===== src/rtl/voice_scheduler_pkg.sv =====
// Shared definitions for the voice scheduler: FSM state encodings, the
// voice record layout, the sample width and a saturating age helper.
// No ports (package).
package voice_scheduler_pkg;

  localparam int SAMPLE_W = 32;
  localparam int NOTE_W   = 5;
  localparam int AGE_W    = 4;
  localparam logic [AGE_W-1:0] AGE_MAX = 4'd15;

  typedef enum logic [2:0] {
    S_IDLE  = 3'd0,
    S_SCAN  = 3'd1,
    S_REQ   = 3'd2,
    S_ACC   = 3'd3,
    S_WRITE = 3'd4
  } state_t;

  typedef struct packed {
    logic              active;
    logic [NOTE_W-1:0] note;
    logic [AGE_W-1:0]  age;
  } voice_t;

  // Age increment that sticks at AGE_MAX.
  function automatic logic [AGE_W-1:0] age_inc(input logic [AGE_W-1:0] age);
    if (age == AGE_MAX) begin
      return AGE_MAX;
    end else begin
      return age + 4'd1;
    end
  endfunction

endpackage


===== src/rtl/voice_scheduler_table.sv =====
// voice_table: held-note table for the voice scheduler.
// Key events are registered, then applied one cycle later: press retriggers
// a matching voice, else allocates the lowest free voice, else steals the
// oldest voice (ties to the lowest index). Release clears every match.
// Ports:
//   clk, rst              clock, asynchronous active-high reset
//   key_valid/note/press  key event strobe, note code, 1=make 0=break
//   active_mask           bit i = voice i holds a note
//   notes                 note code held by each voice
module voice_table
  import voice_scheduler_pkg::*;
#(
  parameter int NUM_VOICES = 4
) (
  input  logic                                 clk,
  input  logic                                 rst,
  input  logic                                 key_valid,
  input  logic [NOTE_W-1:0]                    key_note,
  input  logic                                 key_press,
  output logic [NUM_VOICES-1:0]                active_mask,
  output logic [NUM_VOICES-1:0][NOTE_W-1:0]    notes
);

  localparam int IDX_W = $clog2(NUM_VOICES);

  voice_t [NUM_VOICES-1:0] voices_r;
  voice_t [NUM_VOICES-1:0] voices_s;
  logic                    ev_valid_r;
  logic                    ev_press_r;
  logic [NOTE_W-1:0]       ev_note_r;
  logic [NUM_VOICES-1:0]   hit_s;
  logic                    free_found_s;
  logic [IDX_W-1:0]        free_idx_s;
  logic [IDX_W-1:0]        steal_idx_s;
  logic [AGE_W-1:0]        steal_age_s;
  logic [IDX_W-1:0]        target_s;

  // Match the pending event against the table, find first free and oldest voice.
  always_comb begin
    hit_s        = '0;
    free_found_s = 1'b0;
    free_idx_s   = '0;
    steal_idx_s  = '0;
    steal_age_s  = voices_r[0].age;
    for (int i = 0; i < NUM_VOICES; i++) begin
      hit_s[i] = voices_r[i].active && (voices_r[i].note == ev_note_r);
      if (!voices_r[i].active && !free_found_s) begin
        free_found_s = 1'b1;
        free_idx_s   = IDX_W'(i);
      end else begin
        free_found_s = free_found_s;
      end
      // Strictly-greater keeps the lowest index on equal ages.
      if (voices_r[i].age > steal_age_s) begin
        steal_age_s = voices_r[i].age;
        steal_idx_s = IDX_W'(i);
      end else begin
        steal_age_s = steal_age_s;
      end
    end
  end

  // Next table contents for the registered key event.
  always_comb begin
    voices_s = voices_r;
    target_s = free_found_s ? free_idx_s : steal_idx_s;
    for (int i = 0; i < NUM_VOICES; i++) begin
      if (!ev_valid_r) begin
        voices_s[i] = voices_r[i];
      end else if (!ev_press_r) begin
        if (hit_s[i]) begin
          voices_s[i] = '0;
        end else begin
          voices_s[i] = voices_r[i];
        end
      end else if (|hit_s) begin
        if (hit_s[i]) begin
          voices_s[i].age = '0;
        end else if (voices_r[i].active) begin
          voices_s[i].age = age_inc(voices_r[i].age);
        end else begin
          voices_s[i] = voices_r[i];
        end
      end else if (IDX_W'(i) == target_s) begin
        voices_s[i] = {1'b1, ev_note_r, {AGE_W{1'b0}}};
      end else if (voices_r[i].active) begin
        voices_s[i].age = age_inc(voices_r[i].age);
      end else begin
        voices_s[i] = voices_r[i];
      end
    end
  end

  // Event capture and table state registers.
  always_ff @(posedge clk or posedge rst) begin
    if (rst) begin
      ev_valid_r <= 1'b0;
      ev_press_r <= 1'b0;
      ev_note_r  <= '0;
      voices_r   <= '0;
    end else begin
      ev_valid_r <= key_valid;
      ev_press_r <= key_press;
      ev_note_r  <= key_note;
      voices_r   <= voices_s;
    end
  end

  // Export the active bits and notes straight from the table registers.
  always_comb begin
    active_mask = '0;
    notes       = '0;
    for (int i = 0; i < NUM_VOICES; i++) begin
      active_mask[i] = voices_r[i].active;
      notes[i]       = voices_r[i].note;
    end
  end

endmodule


===== src/rtl/voice_scheduler.sv =====
// voice_scheduler: polyphonic voice controller. Visits each active voice in
// turn, requests one sample from the shared waveform generator, sums the
// samples and writes the shifted mix to the audio output FIFO.
// Optional macro VOICE_SCHEDULER_SAT_EN: when defined the shifted sum
// saturates to 32-bit signed; otherwise its low 32 bits are taken.
// Ports:
//   CLOCK_50, reset          clock, asynchronous active-high reset
//   key_valid/note/press     key event from the keyboard decoder
//   voice_note, voice_req    note and request to the waveform generator
//   voice_sample, sample_valid  returned sample and its strobe
//   audio_out_allowed        output FIFO has space
//   write_audio_out          one-cycle write strobe
//   audio_mix                mixed sample for both channels
//   active_mask              voices holding a note
//   busy                     mix FSM not idle
module voice_scheduler
  import voice_scheduler_pkg::*;
#(
  parameter int NUM_VOICES  = 4,
  parameter int MIX_SHIFT   = 2,
  parameter int REQ_TIMEOUT = 255
) (
  input  logic                  CLOCK_50,
  input  logic                  reset,
  input  logic                  key_valid,
  input  logic [NOTE_W-1:0]     key_note,
  input  logic                  key_press,
  output logic [NOTE_W-1:0]     voice_note,
  output logic                  voice_req,
  input  logic [SAMPLE_W-1:0]   voice_sample,
  input  logic                  sample_valid,
  input  logic                  audio_out_allowed,
  output logic                  write_audio_out,
  output logic [SAMPLE_W-1:0]   audio_mix,
  output logic [NUM_VOICES-1:0] active_mask,
  output logic                  busy
);

  localparam int IDX_W = $clog2(NUM_VOICES);
  localparam int ACC_W = SAMPLE_W + IDX_W;
  localparam int TMR_W = $clog2(REQ_TIMEOUT + 1);
  localparam logic [IDX_W-1:0] LAST_IDX = IDX_W'(NUM_VOICES - 1);
  localparam logic [TMR_W-1:0] TMR_LAST = TMR_W'(REQ_TIMEOUT - 1);

  logic [NUM_VOICES-1:0][NOTE_W-1:0] notes_s;

  state_t                    state_r, state_s;
  logic [IDX_W-1:0]          idx_r, idx_s;
  logic signed [ACC_W-1:0]   acc_r, acc_s;
  logic [SAMPLE_W-1:0]       sample_r, sample_s;
  logic [TMR_W-1:0]          timer_r, timer_s;
  logic [NOTE_W-1:0]         note_r, note_s;
  logic                      req_r, req_s;
  logic                      write_r, write_s;
  logic [SAMPLE_W-1:0]       mix_r, mix_s;

  // Scale the accumulated sum back to one output sample.
  function automatic logic [SAMPLE_W-1:0] reduce_mix(input logic signed [ACC_W-1:0] sum);
    logic signed [ACC_W-1:0] shifted;
    shifted = sum >>> MIX_SHIFT;
`ifdef VOICE_SCHEDULER_SAT_EN
    // In range only when every bit above the 32-bit sign bit copies it.
    if ((&shifted[ACC_W-1:SAMPLE_W-1]) || !(|shifted[ACC_W-1:SAMPLE_W-1])) begin
      return shifted[SAMPLE_W-1:0];
    end else if (shifted[ACC_W-1]) begin
      return 32'h8000_0000;
    end else begin
      return 32'h7FFF_FFFF;
    end
`else
    return shifted[SAMPLE_W-1:0];
`endif
  endfunction

  voice_table #(.NUM_VOICES(NUM_VOICES)) u_table (
    .clk         (CLOCK_50),
    .rst         (reset),
    .key_valid   (key_valid),
    .key_note    (key_note),
    .key_press   (key_press),
    .active_mask (active_mask),
    .notes       (notes_s)
  );

  // Mix FSM next state and datapath updates.
  always_comb begin
    state_s  = state_r;
    idx_s    = idx_r;
    acc_s    = acc_r;
    sample_s = sample_r;
    timer_s  = timer_r;
    note_s   = note_r;
    mix_s    = mix_r;
    write_s  = 1'b0;
    case (state_r)
      S_IDLE: begin
        if (audio_out_allowed) begin
          acc_s   = '0;
          idx_s   = '0;
          state_s = S_SCAN;
        end else begin
          state_s = S_IDLE;
        end
      end
      S_SCAN: begin
        // The voice is sampled as it stands right now.
        if (active_mask[idx_r]) begin
          note_s  = notes_s[idx_r];
          timer_s = '0;
          state_s = S_REQ;
        end else if (idx_r == LAST_IDX) begin
          state_s = S_WRITE;
        end else begin
          idx_s = idx_r + 1'b1;
        end
      end
      S_REQ: begin
        if (sample_valid) begin
          sample_s = voice_sample;
          state_s  = S_ACC;
        end else if (timer_r == TMR_LAST) begin
          sample_s = '0;
          state_s  = S_ACC;
        end else begin
          timer_s = timer_r + 1'b1;
        end
      end
      S_ACC: begin
        acc_s = acc_r + $signed({{IDX_W{sample_r[SAMPLE_W-1]}}, sample_r});
        if (idx_r == LAST_IDX) begin
          state_s = S_WRITE;
        end else begin
          idx_s   = idx_r + 1'b1;
          state_s = S_SCAN;
        end
      end
      S_WRITE: begin
        if (audio_out_allowed) begin
          mix_s   = reduce_mix(acc_r);
          write_s = 1'b1;
          state_s = S_IDLE;
        end else begin
          state_s = S_WRITE;
        end
      end
      default: begin
        state_s = S_IDLE;
      end
    endcase
    req_s = (state_s == S_REQ);
  end

  // FSM, datapath and registered output stage.
  always_ff @(posedge CLOCK_50 or posedge reset) begin
    if (reset) begin
      state_r  <= S_IDLE;
      idx_r    <= '0;
      acc_r    <= '0;
      sample_r <= '0;
      timer_r  <= '0;
      note_r   <= '0;
      req_r    <= 1'b0;
      write_r  <= 1'b0;
      mix_r    <= '0;
    end else begin
      state_r  <= state_s;
      idx_r    <= idx_s;
      acc_r    <= acc_s;
      sample_r <= sample_s;
      timer_r  <= timer_s;
      note_r   <= note_s;
      req_r    <= req_s;
      write_r  <= write_s;
      mix_r    <= mix_s;
    end
  end

  assign voice_note      = note_r;
  assign voice_req       = req_r;
  assign write_audio_out = write_r;
  assign audio_mix       = mix_r;
  assign busy            = (state_r != S_IDLE);

endmodule

===== config.mk =====
export PLATFORM = sky130hd
export DESIGN_NAME = voice_scheduler
export DESIGN_NICKNAME = d
export VERILOG_FILES = /design/src/rtl/voice_scheduler_pkg.sv /design/src/rtl/voice_scheduler_table.sv /design/src/rtl/voice_scheduler.sv
export SDC_FILE = /design/constraint.sdc
export NUM_CORES = 1
export LEC_CHECK = 0
export ABC_AREA = 1
export CORE_MARGIN = 8
export CORE_UTILIZATION = 28
export CTS_BUF_LIST = sky130_fd_sc_hd__clkbuf_4
export CTS_CLUSTER_SIZE = 12
export DETAILED_ROUTE_END_ITERATION = 7
export PLACE_DENSITY_LB_ADDON = 0.3
export SLEW_MARGIN = 30
export SYNTH_ARGS = -nofsm -noshare
export SYNTH_HDL_FRONTEND = slang
export SYNTH_SLANG_ARGS = --single-unit

===== constraint.sdc =====
create_clock -name CLOCK_50 -period 4.8 [get_ports CLOCK_50]
set_input_delay 0.72 -clock CLOCK_50 [delete_from_list [all_inputs] [get_ports CLOCK_50]]
set_output_delay 0.72 -clock CLOCK_50 [all_outputs]
set_load 0.005 [all_outputs]

==> qor.txt <==
FLOORPLANNING
-------------------------------------------------------------------------------------------------
Die Y                                                                                    204.7 um
Initial Utilization                                                                        28.23%
Num ports                                                                                      87
Placeable Area                                                                          35310 um2
Placement Rows                                                                                 69
Die Outline Area                                                                        41890 um2
Die Wd                                                                                   204.7 um

CLOCK TREE
-------------------------------------------------------------------------------------------------
Clock tree from TritonCTS                                                                    done
CTS Hold Bufs                                                                                   0
Number of sinks driven by the clock tree                                                      165
Worst-skew pair later-pin latency                                                         0.63 ns
CTS Root Buffer Type                                                                     clkbuf_4
Cts bufs inserted                                                                              17
Number of buffers on the longest clock path                                                     2
Worst-path clk slew                                                                       0.14 ns
H-Tree Depth                                                                                    4

SETUP PATH
-------------------------------------------------------------------------------------------------
Peak per-stage delay on the critical path                                                 0.43 ns
WS Path Type                                                                         flip-flop to flip-flop
CP top delay family                                                                  simple AND/OR/NAND/NOR gates
Endpoint arrival time on the critical path                                                4.71 ns
Top fanout value on the critical path                                                          10
Crit path buf inv count                                                                         5
Type of destination of the critical path                                                flip-flop
Slowest stage cell, crit path                                                             dfrtp_1
Worst Path Required                                                                       5.35 ns
Top cell by count, worst path                                                             nand2_1
CP Launch Type                                                                          flip-flop

PLACEMENT
-------------------------------------------------------------------------------------------------
Count of port buffers added during placement                                                   86
Cell Count Post-Placement                                                                    1907
Area after detailed placement                                                           11290 um2
Placer Congestion                                                                          0.9030
Estimated wirelength of the detail-placed design                                         21120 um

FINAL LAYOUT
-------------------------------------------------------------------------------------------------
NumNets Final                                                                                1561
Synth-to-Final Area Change                                                                 15.98%
Post-route standard cell area excluding fillers                                         11560 um2
Post-Layout Cell Count                                                                       1940
Number of fill cells                                                                         3741
Fraction of layout instances using a drive strength above 1                                4.263%

TIMING
-------------------------------------------------------------------------------------------------
Post-route clock skew                                                                  0.04395 ns
Count of final setup violators                                                                  0
Hold Violations, Final                                                                          0
Final Critical Period                                                                    4.161 ns
Highest clock rate                                                                     0.2403 GHz
Fraction of the cycle the final worst path needs                                           86.69%
Total negative setup slack                                                                   0 ns
Pins Over Slew Limit                                                                            0
Slew HR                                                                                    46.71%
RSZ-0062 raised after global routing                                                        false
Least-Margin Pin Slew                                                                   0.7911 ns

ROUTE
-------------------------------------------------------------------------------------------------
Overall via count from detail_route                                                          9133
Routed wirelength normalized by instance count                                           14.75 um
Detailed-routing iteration count for the pre-antenna-repair pass                                5
Initial detailed-routing violation count                                                      558
Aggregate routed wire length                                                             28620 um
Number of vias per cell after detailed routing                                              4.708
Number of remaining DRC errors                                                                  0
Number of nets still failing antenna checks after routing                                       0

YOSYS
-------------------------------------------------------------------------------------------------
Multiplexer share of the synthesized area                                                 0.1130%
Main combinational cell family by area after synthesis                               simple AND/OR/NAND/NOR gates
Post-synthesis register bit count                                                             165
Share of flip-flops with an asynchronous set or reset                                      100.0%
Area share of the leading cell type in the synthesized netlist                             41.43%
Synthesis Warnings                                                                              0
Compound-gate portion of the synthesized area                                              11.78%
Synthesized instance count                                                                   1392
Post-synth EDFFs                                                                                0
Cell type with the highest aggregate area in the netlist                                  dfrtp_1
Simple-gate share of the synthesized area                                                  31.72%
Syn Area/Cell                                                                           7.160 um2
Seq/Total Area, Yosys                                                                      41.43%
Main area contributors after synthesis                                               dfrtp_1 41%, nand2_1 19%, ha_1 6.5%
Area share of fa/ha/maj cells after synthesis                                              6.729%
Synthesized area                                                                         9967 um2
Most used standard cell by instance count after synthesis                                 nand2_1
Xor and xnor fraction of the mapped netlist area                                          0.9666%
Net count after synthesis                                                                    1488
Primary FF master, synth                                                                  dfrtp_1
Number of distinct library cell variants in the gate-level netlist after synthesis             46
Commonest cells in the synthesized netlist                                           517 x nand2_1, 165 x dfrtp_1, 133 x inv_1

GLOBAL ROUTING
-------------------------------------------------------------------------------------------------
Pin count of the biggest net entering global routing                                          134
Number of global-route vias before repair                                                    9038
Global route overflow                                                                           0
Wire length of the first global-routing pass                                             47580 um
GRT Total Usage                                                                            13.99%
Antenna violations before repair                                                                1

FLOW RUN
-------------------------------------------------------------------------------------------------
# Max-Cap Violations                                                                            0

OUTCOME
-------------------------------------------------------------------------------------------------
Outcome                                                                              finished, final reports clean

MIN PATH
-------------------------------------------------------------------------------------------------
Worst Hold Class                                                                     flip-flop to flip-flop

POWER
-------------------------------------------------------------------------------------------------
Design Power                                                                             6.785 mW
Pwr dens                                                                             587.0 nW/um2
VDD IR-drop max                                                                         0.2491 mV
Pleak                                                                                    5.780 nW

## routing by layer
metal / part of all wire (%) / vias to the layer above / global-route usage (%) / wire [um]
met5: 0 / - / 0 / 0
met4: 1.6 / 0 / 4.140 / 459
met3: 3.8 / 31 / 2.245 / 1099
met2: 43 / 176 / 21.32 / 12400
met1: 51 / 4262 / 20.03 / 14670
li1: - / 4664 / - / -
## sequential cells by signal, summed over array words and instances (netlist names)
register,cells
u_table.active_mask,4
u_table.voices_r,16
voice_note,5
state_r,3
audio_mix,32
sample_r,32
u_table.ev_valid_r,1
idx_r,2
u_table.ev_press_r,1
acc_r,34
u_table.ev_note_r,5
u_table.notes,20
voice_req,1
timer_r,8
write_audio_out,1
## path summary, 6_finish.rpt
| kind | start | end | slack, ns | depth (start not counted) |
|---|---|---|---|---|
| worst max-delay path | u_table.voices_r[2] | u_table.notes[5] | 0.64 | 30 |
| worst min-delay path | u_table.notes[12] | u_table.notes[12] | 0.49 | 2 |
| worst max register to register | u_table.voices_r[2] | u_table.notes[5] | 0.64 | 30 |
| worst min register to register | u_table.notes[12] | u_table.notes[12] | 0.49 | 2 |
| max in group asynchronous | reset | sample_r[5] | 3.06 | 3 |
| min in group asynchronous | reset | u_table.voices_r[33] | 0.61 | 2 |
## power by group
part / internal, mW / total [mW] / switching (mW)
registers: 1.83 / 2.27 / 0.439
clock network: 0.269 / 0.839 / 0.570
logic: 1.38 / 3.67 / 2.29
## cells in the final DEF, fill, tap and decap left out, drive strengths merged, types with 4 or more instances in the layout
master	n
o21bai	7
nand3b	9
xor2	9
nor3	13
a21o	5
clkdlybuf4s50	86
clkinvlp	4
nand3	115
clkinv	5
clkbuf	17
o22ai	9
a21oi	64
dfrtp	165
nand2	519
nor2	95
nand4	11
inv	147
a21boi	4
ha	52
buf	7
o21ai	106
## final cells by class
| cell class | instances | area, um2 | area share [%] |
|---|---|---|---|
| antenna | 1 | 2.502 | 0.02165 |
| timing repair buffer | 93 | 925.9 | 8.010 |
| multi-input combinational | 1046 | 5119 | 44.28 |
| sequential | 165 | 4129 | 35.72 |
| inverter | 142 | 536.8 | 4.643 |
| clock inverter | 15 | 142.6 | 1.234 |
| clock buffer | 17 | 127.6 | 1.104 |
| tap | 461 | 576.8 | 4.990 |
## worst min-delay path, cell delays in order, from the launching register on
cell and delay [ns]:
dfrtp_1 0.37, nand2_1 0.05, nand2_1 0.05
## cell families (layout without fill, tap and decap cells)
family,after synthesis,in the layout
AO/OA/AOI/OAI,213,213
other,0,1
flip-flops,165,165
XOR/XNOR,11,11
multiplexers,1,1
buffers and inverters,181,267
adder cells (fa/ha/maj),53,53
AND/OR/NAND/NOR,768,768
## through the flow
step	worst slack (ns)	utilization, %	hold slack [ns]
CTS	0.5134	32.73	0.4994
global route	0.08488	32.74	0.5054
finish	0.6389	32.74	0.4930
global placement	0.6781	31.97	0.4590
floorplan	1.143	-	0.4419
detailed placement	0.5497	31.97	0.4667
## timing repair
item                       4_1_cts  5_1_grt
setup endpoints to repair        0       16
gates resized for setup          0        2
buffers inserted                 0        0
(Power assumes the default switching activity.)
